<file path="src/rtl/scan_pkg.sv">
// Shared types and limits for the truth-table scanner.
package scan_pkg;
    typedef enum logic [1:0] {IDLE, DRIVE, SAMPLE, DONE} scan_state_t;

    localparam int N_IN_MAX   = 6;
    localparam int SETTLE_MAX = 15;

    function automatic int tbl_w(input int n);
        return 1 << n;
    endfunction
endpackage

</file>
<file path="src/rtl/scan_settle_timer.sv">
// Settle counter: counts hold cycles of one drive value, flags the last one.
module scan_settle_timer
    import scan_pkg::*;
#(
    parameter int SETTLE = 1
) (
    input  logic clk,
    input  logic rst,
    input  logic clr,
    input  logic en,
    output logic expired
);
    localparam int CW = $clog2(SETTLE_MAX + 1);

    logic [CW-1:0] cnt_q, cnt_d;

    always_comb begin
        cnt_d = cnt_q;
        if (clr)
            cnt_d = '0;
        else if (en)
            cnt_d = cnt_q + CW'(1);
    end

    always_ff @(posedge clk) begin
        if (rst)
            cnt_q <= '0;
        else
            cnt_q <= cnt_d;
    end

    assign expired = (cnt_q == CW'(SETTLE - 1));
endmodule

</file>
<file path="src/rtl/truth_table_scanner.sv">
// Walks every minterm of an N_IN-input function in order, holds each for SETTLE
// cycles, then samples the function output into the corresponding table bit.
module truth_table_scanner
    import scan_pkg::*;
#(
    parameter int N_IN   = 2,
    parameter int SETTLE = 1
) (
    input  logic                    clk,
    input  logic                    rst,
    input  logic                    start,
    input  logic                    s_in,
    output logic [N_IN-1:0]         drive,
    output logic                    busy,
    output logic                    done,
    output logic                    valid,
    output logic [tbl_w(N_IN)-1:0]  table_out
);
    localparam int TW = tbl_w(N_IN);
    // One spare index bit keeps the last-minterm compare clear of wraparound.
    localparam logic [N_IN:0] LAST = (N_IN + 1)'(TW - 1);

    generate
        if (N_IN < 1 || N_IN > N_IN_MAX || SETTLE < 1 || SETTLE > SETTLE_MAX) begin : g_param_chk
            $error("truth_table_scanner: N_IN or SETTLE out of range");
        end
    endgenerate

    scan_state_t   state_q, state_d;
    logic [N_IN:0] idx_q, idx_d;
    logic [TW-1:0] tbl_q, tbl_d;
    logic          valid_q, valid_d;
    logic          tmr_clr, tmr_en, tmr_expired;

    scan_settle_timer #(.SETTLE(SETTLE)) u_timer (
        .clk     (clk),
        .rst     (rst),
        .clr     (tmr_clr),
        .en      (tmr_en),
        .expired (tmr_expired)
    );

    always_comb begin
        state_d = state_q;
        idx_d   = idx_q;
        tbl_d   = tbl_q;
        valid_d = valid_q;
        tmr_clr = 1'b0;
        tmr_en  = 1'b0;
        case (state_q)
            IDLE: begin
                if (start) begin
                    state_d = DRIVE;
                    idx_d   = '0;
                    tbl_d   = '0;
                    valid_d = 1'b0;
                    tmr_clr = 1'b1;
                end
            end
            DRIVE: begin
                tmr_en = 1'b1;
                if (tmr_expired)
                    state_d = SAMPLE;
            end
            SAMPLE: begin
                tbl_d[idx_q[N_IN-1:0]] = s_in;
                tmr_clr = 1'b1;
                if (idx_q == LAST) begin
                    state_d = DONE;
                    valid_d = 1'b1;
                end else begin
                    idx_d   = idx_q + 1'b1;
                    state_d = DRIVE;
                end
            end
            DONE:    state_d = IDLE;
            default: state_d = IDLE;
        endcase
    end

    always_ff @(posedge clk) begin
        if (rst) begin
            state_q <= IDLE;
            idx_q   <= '0;
            tbl_q   <= '0;
            valid_q <= 1'b0;
        end else begin
            state_q <= state_d;
            idx_q   <= idx_d;
            tbl_q   <= tbl_d;
            valid_q <= valid_d;
        end
    end

    assign busy      = (state_q == DRIVE) || (state_q == SAMPLE);
    assign drive     = busy ? idx_q[N_IN-1:0] : '0;
    assign done      = (state_q == DONE);
    assign valid     = valid_q;
    assign table_out = tbl_q;
endmodule

</file>
<file path="config.mk">
export PLATFORM = sky130hd
export DESIGN_NAME = truth_table_scanner
export DESIGN_NICKNAME = d
export VERILOG_FILES = /design/src/rtl/scan_pkg.sv /design/src/rtl/scan_settle_timer.sv /design/src/rtl/truth_table_scanner.sv
export SDC_FILE = /design/constraint.sdc
export NUM_CORES = 1
export LEC_CHECK = 0
export ABC_AREA = 0
export BUFFER_PORTS_ARGS = -buffer_cell sky130_fd_sc_hd__buf_2
export CAP_MARGIN = 10
export CORE_UTILIZATION = 35
export DETAILED_ROUTE_END_ITERATION = 6
export GPL_TIMING_DRIVEN = 0
export PLACE_DENSITY_LB_ADDON = 0.05
export SETUP_SLACK_MARGIN = 0.3
export SYNTH_ARGS = -nofsm -noshare
export SYNTH_HDL_FRONTEND = slang
export SYNTH_SLANG_ARGS = --single-unit
</file>
<file path="constraint.sdc">
create_clock -name clk -period 2.1 [get_ports clk]
set_input_delay 0.42 -clock clk [delete_from_list [all_inputs] [get_ports clk]]
set_output_delay 0.42 -clock clk [all_outputs]
set_load 0.02 [all_outputs]
</file>
==> results of run 1 <==
-- registers in the layout, summed over array words and instances (netlist names) --
| signal | cells |
|---|---|
| u_timer.cnt_q | 4 |
| idx_q | 3 |
| valid | 1 |
| state_q | 2 |
| table_out | 4 |
-- worst max path at each step --
stage	start	to	slack, ns	cells past startpoint
2_1_floorplan	state_q[0]	idx_q[2]	0.56	6
3_3_place_gp	state_q[0]	idx_q[0]	0.28	6
3_5_place_dp	state_q[0]	idx_q[0]	0.26	6
4_1_cts	state_q[0]	drive[1]	0.31	4
5_1_grt	state_q[1]	drive[1]	0.32	4
6_report	state_q[1]	drive[0]	0.38	4
-- report_power, final --
| group | switching, mW | internal, mW | total [mW] | leakage (nW) |
|---|---|---|---|---|
| sequential | 0.0198 | 0.289 | 0.309 | 0.114 |
| combinational | 0.174 | 0.127 | 0.301 | 0.269 |
| clock | 0.0878 | 0.105 | 0.193 | 0.0210 |
| total | 0.281 | 0.521 | 0.802 | 0.404 |
-- metal layers --
layer | track usage, % | part of all wire, %
met1 | 19.1 | 52
met5 | 0 | 0
met2 | 20.5 | 44
met4 | 2.86 | 0
met3 | 5.56 | 4.7
-- through the flow --
stage / setup WS, ns / hold WS (ns)
2_1_floorplan: 0.557 / 0.444
3_3_place_gp: 0.283 / 0.459
3_5_place_dp: 0.259 / 0.454
4_1_cts: 0.307 / 0.391
5_1_grt: 0.321 / 0.419
6_report: 0.381 / 0.408
-- cell usage in the layout (no fill, tap or decap), drive strengths merged --
cell     count
clkbuf       5
inv         11
ha          12
a21oi        8
nor2         6
a2111oi      1
o21bai       1
mux2         1
dfxtp       14
a211oi       3
nand3        4
nor2b        1
o32ai        1
or3          2
and2         3
mux2i        2
nand4b       1
buf         13
or4b         1
a21o         1
xnor2        1
nand4        1
nand2        3
or3b         1
xor2         2
o21ai        7
-- logic make-up after synthesis --
group,after synthesis
multiplexers,3
AND/OR/NAND/NOR,23
XOR/XNOR,3
flip-flops,14
buffers and inverters,13
AO/OA/AOI/OAI,22
adder cells (fa/ha/maj),12
-- what timing repair did --
action                                  CTS  global route
gates resized for setup                   3             3
hold endpoints to repair                  0             0
endpoints found under the setup margin    4             4
-- area by class of cell --
type                    instances  area share [%]
multi-input cells              63            51.3
inverters                      11            4.34
flip-flops and latches         14            29.7
well taps                      27            3.55
repair buffers                 12            6.32
plain buffers                   2           0.921
clock buffers                   4            3.82
==> metrics.csv, run 1 <==
metric,value,unit
outcome,"complete, no violations",
Post-Layout Cell Count,133,
TritonCTS clock tree,done,
power density cells,844,nW/µm²
Buffers & Inverters on Critical Path,2,
Vias/cell,4.89,
share of cells above drive strength 1,21.7,%
vias in the first global route,592,
Starting DRT DRC Count,10,
sequential cell area,283,µm²
Max transition margin,71.0,%
"Period Utilization, post-route",81.9,%
final worst path period need,1.72,ns
"flops & latches, synth",14,
RR Endpoint,idx_q[2],
# diodes,0,
Pre-Repair DR Iteration Count,4,
postcts setup bufs,0,
initial antenna violation count,0,
"Cell Area, Synth",793,µm²
CTS buffer count,3,
Area Growth Syn to Fin,19.9,%
unrepaired setup endpoints after global routing,false,
Synth Area in Simple Gates,15.8,%
crit path capture type,output port,
Synth area leader,dfxtp_1,
H-tree level count,1,
Vias,650,
Post-Syn Instances,90,
WHS Path Cells,2,
Ys Warns,0,
fin area,951,µm²
Crit Path Max Fanout,4,
# clock sinks,14,
Pwr Total,0.802,mW
commonest register cell after synthesis,dfxtp_1,
max-capacitance violation count,0,
r2r setup slk,0.45,ns
commonest cells in the netlist,"14 x dfxtp_1, 12 x ha_1, 11 x inv_1",
Reg2Reg Launch Point,idx_q[0],
root buffer cell,clkbuf_4,
GRT Total Usage,14.0,%
CTS hold repair buffers,0,
final count of negative-setup-slack endpoints,0,
worst hold path class,input pin to flip-flop,
Die Footprint,2460,µm²
kind of cell adding the most delay to the critical path,flip-flops,
fillers,224,
Yosys cell types,26,
DRC viols,0,
Pleak,0.404,nW
Rows,16,
largest family of logic cells by synthesized area,adder cells,
Post-Route Setup TNS,0,ns
hpwl dp,1100,µm
Synth area leaders,"dfxtp_1 35%, ha_1 19%, inv_1 5.2%, a21oi_1 5.0%, o21ai_0 4.4%",
drt wl/cell,11.4,µm
most common cell in the netlist,dfxtp_1,
"Cell Chain, Critical Path","inv_1, ha_4, and2_1, buf_2",
Worst-path clk slew,0.08,ns
Async SR Flop Fraction,0,%
Die Span X,49.6,µm
total global routing overflow,0,
Clock Latency Late Sink,0.28,ns
WL final,1520,µm
maximum vdd drop,0.401,mV
post-layout util,46.6,%
post-synthesis sequential area ratio,35.3,%
multiplexer share of the synthesized area,3.94,%
Synth Area in Compound Gates,16.4,%
Post-Synth XOR/XNOR Area,3.31,%
area of the multi-input gates,488,µm²
share of the synthesized area in the top cell type,35.3,%
critical path's largest stage delay,0.34,ns
worst slew pin tran,0.434,ns
critical path launch point type,flip-flop,
"EDFF count, synth",0,
Clock Skew,0.000990,ns
Placed Area,887,µm²
chip height,49.6,µm
"Avg Cell Area, Syn",8.81,µm²
Synth Area in Adders,18.9,%
WHS Endpoint,idx_q[1],
Max Transition Viols Final,0,
fmax,582,MHz
Hold Fails Final Rpt,0,
Clock Tree Buf Depth,2,
worst endpoint required time,1.68,ns
Crit path arrival time,1.30,ns
Core Region,2040,µm²
HP Start,rst,
first-pass GRT wire length,2550,µm
placed cell count,129,
IO Count,13,
Reg2Reg Depth,4,
Crit-path slowest cell,dfxtp_2,
Routed Antenna Nets,0,
fin nets,123,
port bufs,12,
CP Class,flip-flop to output port,
"Net Count, Synth",106,
placer congestion estimate,0.736,
largest net degree at the start of global routing,11,
Starting Density,38.8,%
No activity file was read; power rests on OpenSTA's default activity.
==> run 2, diff against run 1 <==
--- a/config.mk
+++ b/config.mk
@@ -5,7 +5,7 @@
 export SDC_FILE = /design/constraint.sdc
 export NUM_CORES = 1
 export LEC_CHECK = 0
-export ABC_AREA = 0
+export ABC_AREA = 1
 export BUFFER_PORTS_ARGS = -buffer_cell sky130_fd_sc_hd__buf_2
 export CAP_MARGIN = 10
 export CORE_UTILIZATION = 35
==> constraint.sdc (replaced) <==
create_clock -name clk -period 1.45 [get_ports clk]
set_input_delay 0.29 -clock clk [delete_from_list [all_inputs] [get_ports clk]]
set_output_delay 0.29 -clock clk [all_outputs]
set_load 0.02 [all_outputs]
==> run 2 against run 1 <==
Compared with the run above:
- the run now ends with negative setup slack left
- routed wire length increased by 15%
- sequential share of layout area decreased by 3.8 points
- largest cell class unchanged
- via count increased by 16%
- critical endpoint unchanged
- largest power group is now combinational logic
- highest routed layer is now met4
==> metrics.csv, run 2 <==
metric,value,unit,change
Max Transition Viols Final,0,,unchanged
worst slew pin tran,0.221,ns,was 0.434 ns
Hold Slack,0.195,ns,was 0.408 ns
# clock sinks,14,,unchanged
vias in the first global route,693,,was 592
TritonCTS clock tree,done,,unchanged
worst setup margin,-0.00576,ns,was 0.381 ns
"Avg Cell Area, Syn",7.32,µm²,was 8.81 µm²
Clock Tree Buf Depth,2,,unchanged
Rows,16,,unchanged
failing checks,negative setup slack,,
Pre-Repair DR Iteration Count,4,,unchanged
Pwr Total,1.76,mW,was 0.802 mW
"Cell Chain, Critical Path","inv_4, ha_4, nand2_2, inv_2, buf_6",,"was inv_1, ha_4, and2_1, buf_2"
CP Class,flip-flop to output port,,unchanged
largest family of logic cells by synthesized area,simple AND/OR/NAND/NOR gates,,was adder cells
most frequent cells in the layout,"16 x nand2_1, 14 x nor2_1, 10 x inv_1",,"was 13 x buf_2, 12 x dfxtp_1, 11 x ha_1"
Clock Power Share,13.8,%,was 24.1%
most common cell in the netlist,nand2_1,,was dfxtp_1
chip height,49.8,µm,was 49.6 µm
final worst path period need,1.46,ns,
fin nets,149,,was 123
Crit Path Max Fanout,3,,was 4
Synth Area in Simple Gates,27.3,%,was 15.8%
total global routing overflow,0,,unchanged
IO Count,13,,unchanged
GRT Total Usage,15.9,%,was 14.0%
Hold Fails Final Rpt,0,,unchanged
Routed Antenna Nets,0,,unchanged
post-layout util,56.3,%,was 46.6%
H-tree level count,1,,unchanged
share of the synthesized area in the top cell type,35.1,%,was 35.3%
# diodes,0,,unchanged
hpwl dp,1160,µm,was 1100 µm
Synth area leader,dfxtp_1,,unchanged
root buffer cell,clkbuf_4,,unchanged
final count of negative-setup-slack endpoints,2,,was 0
Core Region,2040,µm²,unchanged
DRC viols,0,,unchanged
commonest register cell after synthesis,dfxtp_1,,unchanged
unrepaired setup endpoints after global routing,true,,was false
Ys Warns,0,,unchanged
Max transition margin,85.2,%,was 71.0%
Vias,755,,was 650
share of cells above drive strength 1,41.7,%,was 21.7%
"flops & latches, synth",14,,unchanged
port bufs,12,,unchanged
fin area,1150,µm²,was 951 µm²
placer congestion estimate,0.793,,was 0.736
Starting Density,39.1,%,was 38.8%
r2r setup slk,0.03,ns,was 0.45 ns
CTS buffer count,3,,unchanged
DP Worst Slack,0.132,ns,was 0.259 ns
crit path capture type,output port,,unchanged
Yosys cell types,16,,was 26
critical path launch point type,flip-flop,,unchanged
Clock Latency Late Sink,0.29,ns,was 0.28 ns
commonest cells in the netlist,"22 x nand2_1, 15 x nor2_1, 14 x dfxtp_1, 14 x inv_1",,"was 14 x dfxtp_1, 12 x ha_1, 11 x inv_1"
Buffers & Inverters on Critical Path,3,,was 2
"Cell Area, Synth",798,µm²,was 793 µm²
Async SR Flop Fraction,0,%,unchanged
Post-Synth XOR/XNOR Area,1.10,%,was 3.31%
Vias/cell,4.75,,was 4.89
P_int,1.00,mW,was 0.521 mW
fillers,209,,was 224
Area Growth Syn to Fin,44.0,%,was 19.9%
Synth Area in Adders,18.8,%,was 18.9%
"Period Utilization, post-route",100,%,
max-capacitance violation count,0,,unchanged
Placed Area,950,µm²,was 887 µm²
maximum vdd drop,0.877,mV,was 0.401 mV
first-pass GRT wire length,2950,µm,was 2550 µm
Post-Syn Instances,109,,was 90
NetSw,0.760,mW,was 0.281 mW
power density cells,1530,nW/µm²,was 844 nW/µm²
switching fraction of total power,43.1,%,was 35.1%
"EDFF count, synth",0,,unchanged
sequential share of power,29.5,%,was 38.4%
Synth area leaders,"dfxtp_1 35%, ha_1 19%, nand2_1 10%, a21oi_1 7.5%, nor2_1 7.1%",,"was dfxtp_1 35%, ha_1 19%, inv_1 5.2%, a21oi_1 5.0%, o21ai_0 4.4%"
"commonest non-fill, non-tap cell in the layout",nand2_1,,was buf_2
"Net Count, Synth",125,,was 106
kind of cell adding the most delay to the critical path,flip-flops,,unchanged
critical path's largest stage delay,0.37,ns,was 0.34 ns
Worst-path clk slew,0.10,ns,was 0.08 ns
Crit-path slowest cell,dfxtp_4,,was dfxtp_2
Pleak,0.522,nW,was 0.404 nW
post-synthesis sequential area ratio,35.1,%,was 35.3%
Synth Area in Compound Gates,9.25,%,was 16.4%
fmax,687,MHz,
drt wl/cell,11.0,µm,was 11.4 µm
Crit path arrival time,1.17,ns,was 1.30 ns
worst endpoint required time,1.16,ns,was 1.68 ns
worst hold path class,input pin to flip-flop,,unchanged
Die Footprint,2480,µm²,was 2460 µm²
outcome,"finished, violations left",,"was complete, no violations"
combinational power share,56.7,%,was 37.5%
CTS hold repair buffers,0,,unchanged
WL final,1750,µm,was 1520 µm
initial antenna violation count,0,,unchanged
largest net degree at the start of global routing,9,,was 11
multiplexer share of the synthesized area,0,%,was 3.94%
Die Span X,49.8,µm,was 49.6 µm
Clock Skew,0.00706,ns,was 0.000990 ns
Starting DRT DRC Count,17,,was 10
## run 2: cell types whose count changed in the layout (fill, tap and decap cells not counted), sizes merged, moves of 3 or more
cell,change
nand2,+19
buf,+7
nand3,+7
inv,+4
and2,-3
o21ai,-5
nor2,+9
a211oi,-3
a21oi,+4
## run 2: area by class of cell
class                   count  area [µm²]  area share (%)
multi-input cells          79         582            50.6
flip-flops and latches     14         298            25.9
clock buffers               3        22.5            1.96
repair buffers             19         135            11.8
plain buffers               1        11.3           0.979
clock inverters             1        3.75           0.326
well taps                  27        33.8            2.94
inverters                  15        63.8            5.55
## run 2: power by group through the flow
stage | sequential [mW] | combinational (mW) | clock (mW)
after global placement | 0.542 | 0.722 | 0
after CTS | 0.513 | 0.926 | 0.244
after floorplan | 0.543 | 0.588 | 0
after global routing | 0.533 | 1.09 | 0.268
final | 0.521 | 0.999 | 0.243
after detailed placement | 0.542 | 0.728 | 0
## run 2: logic make-up after synthesis
| logic type | count (synthesis) |
|---|---|
| AO/OA/AOI/OAI | 14 |
| XOR/XNOR | 1 |
| adder cells (fa/ha/maj) | 12 |
| buffers and inverters | 16 |
| flip-flops | 14 |
| AND/OR/NAND/NOR | 52 |
## run 2: routing by layer
metal / up-vias / track usage (%) / part of all wire [%]
met4: 0 / 6.67 / 0.74
met3: 2 / 3.70 / 4.2
li1: 394 / - / -
met1: 341 / 20.9 / 49
met2: 18 / 24.5 / 46
met5: - / 0 / 0
## run 2: metrics by stage
step | std cells | setup TNS (ns)
2_1_floorplan | 109 | 0
3_3_place_gp | 148 | 0
3_5_place_dp | 148 | 0
4_1_cts | 158 | -0.0174
5_1_grt | 159 | -0.271
6_report | 159 | -0.00903
## run 2: worst paths after layout
check / startpoint / to / cells past startpoint
worst max-delay path: state_q[1] / drive[0] / 5
worst min-delay path: rst / idx_q[0] / 2
worst max register to register: state_q[0] / idx_q[0] / 8
worst min register to register: idx_q[2] / idx_q[2] / 2
## run 2: what timing repair did
action	CTS	global route
gates cloned	1	0
buffers inserted	5	1
gates resized for setup	18	15
endpoints found under the setup margin	17	17
pin swaps	4	8
hold endpoints to repair	0	0
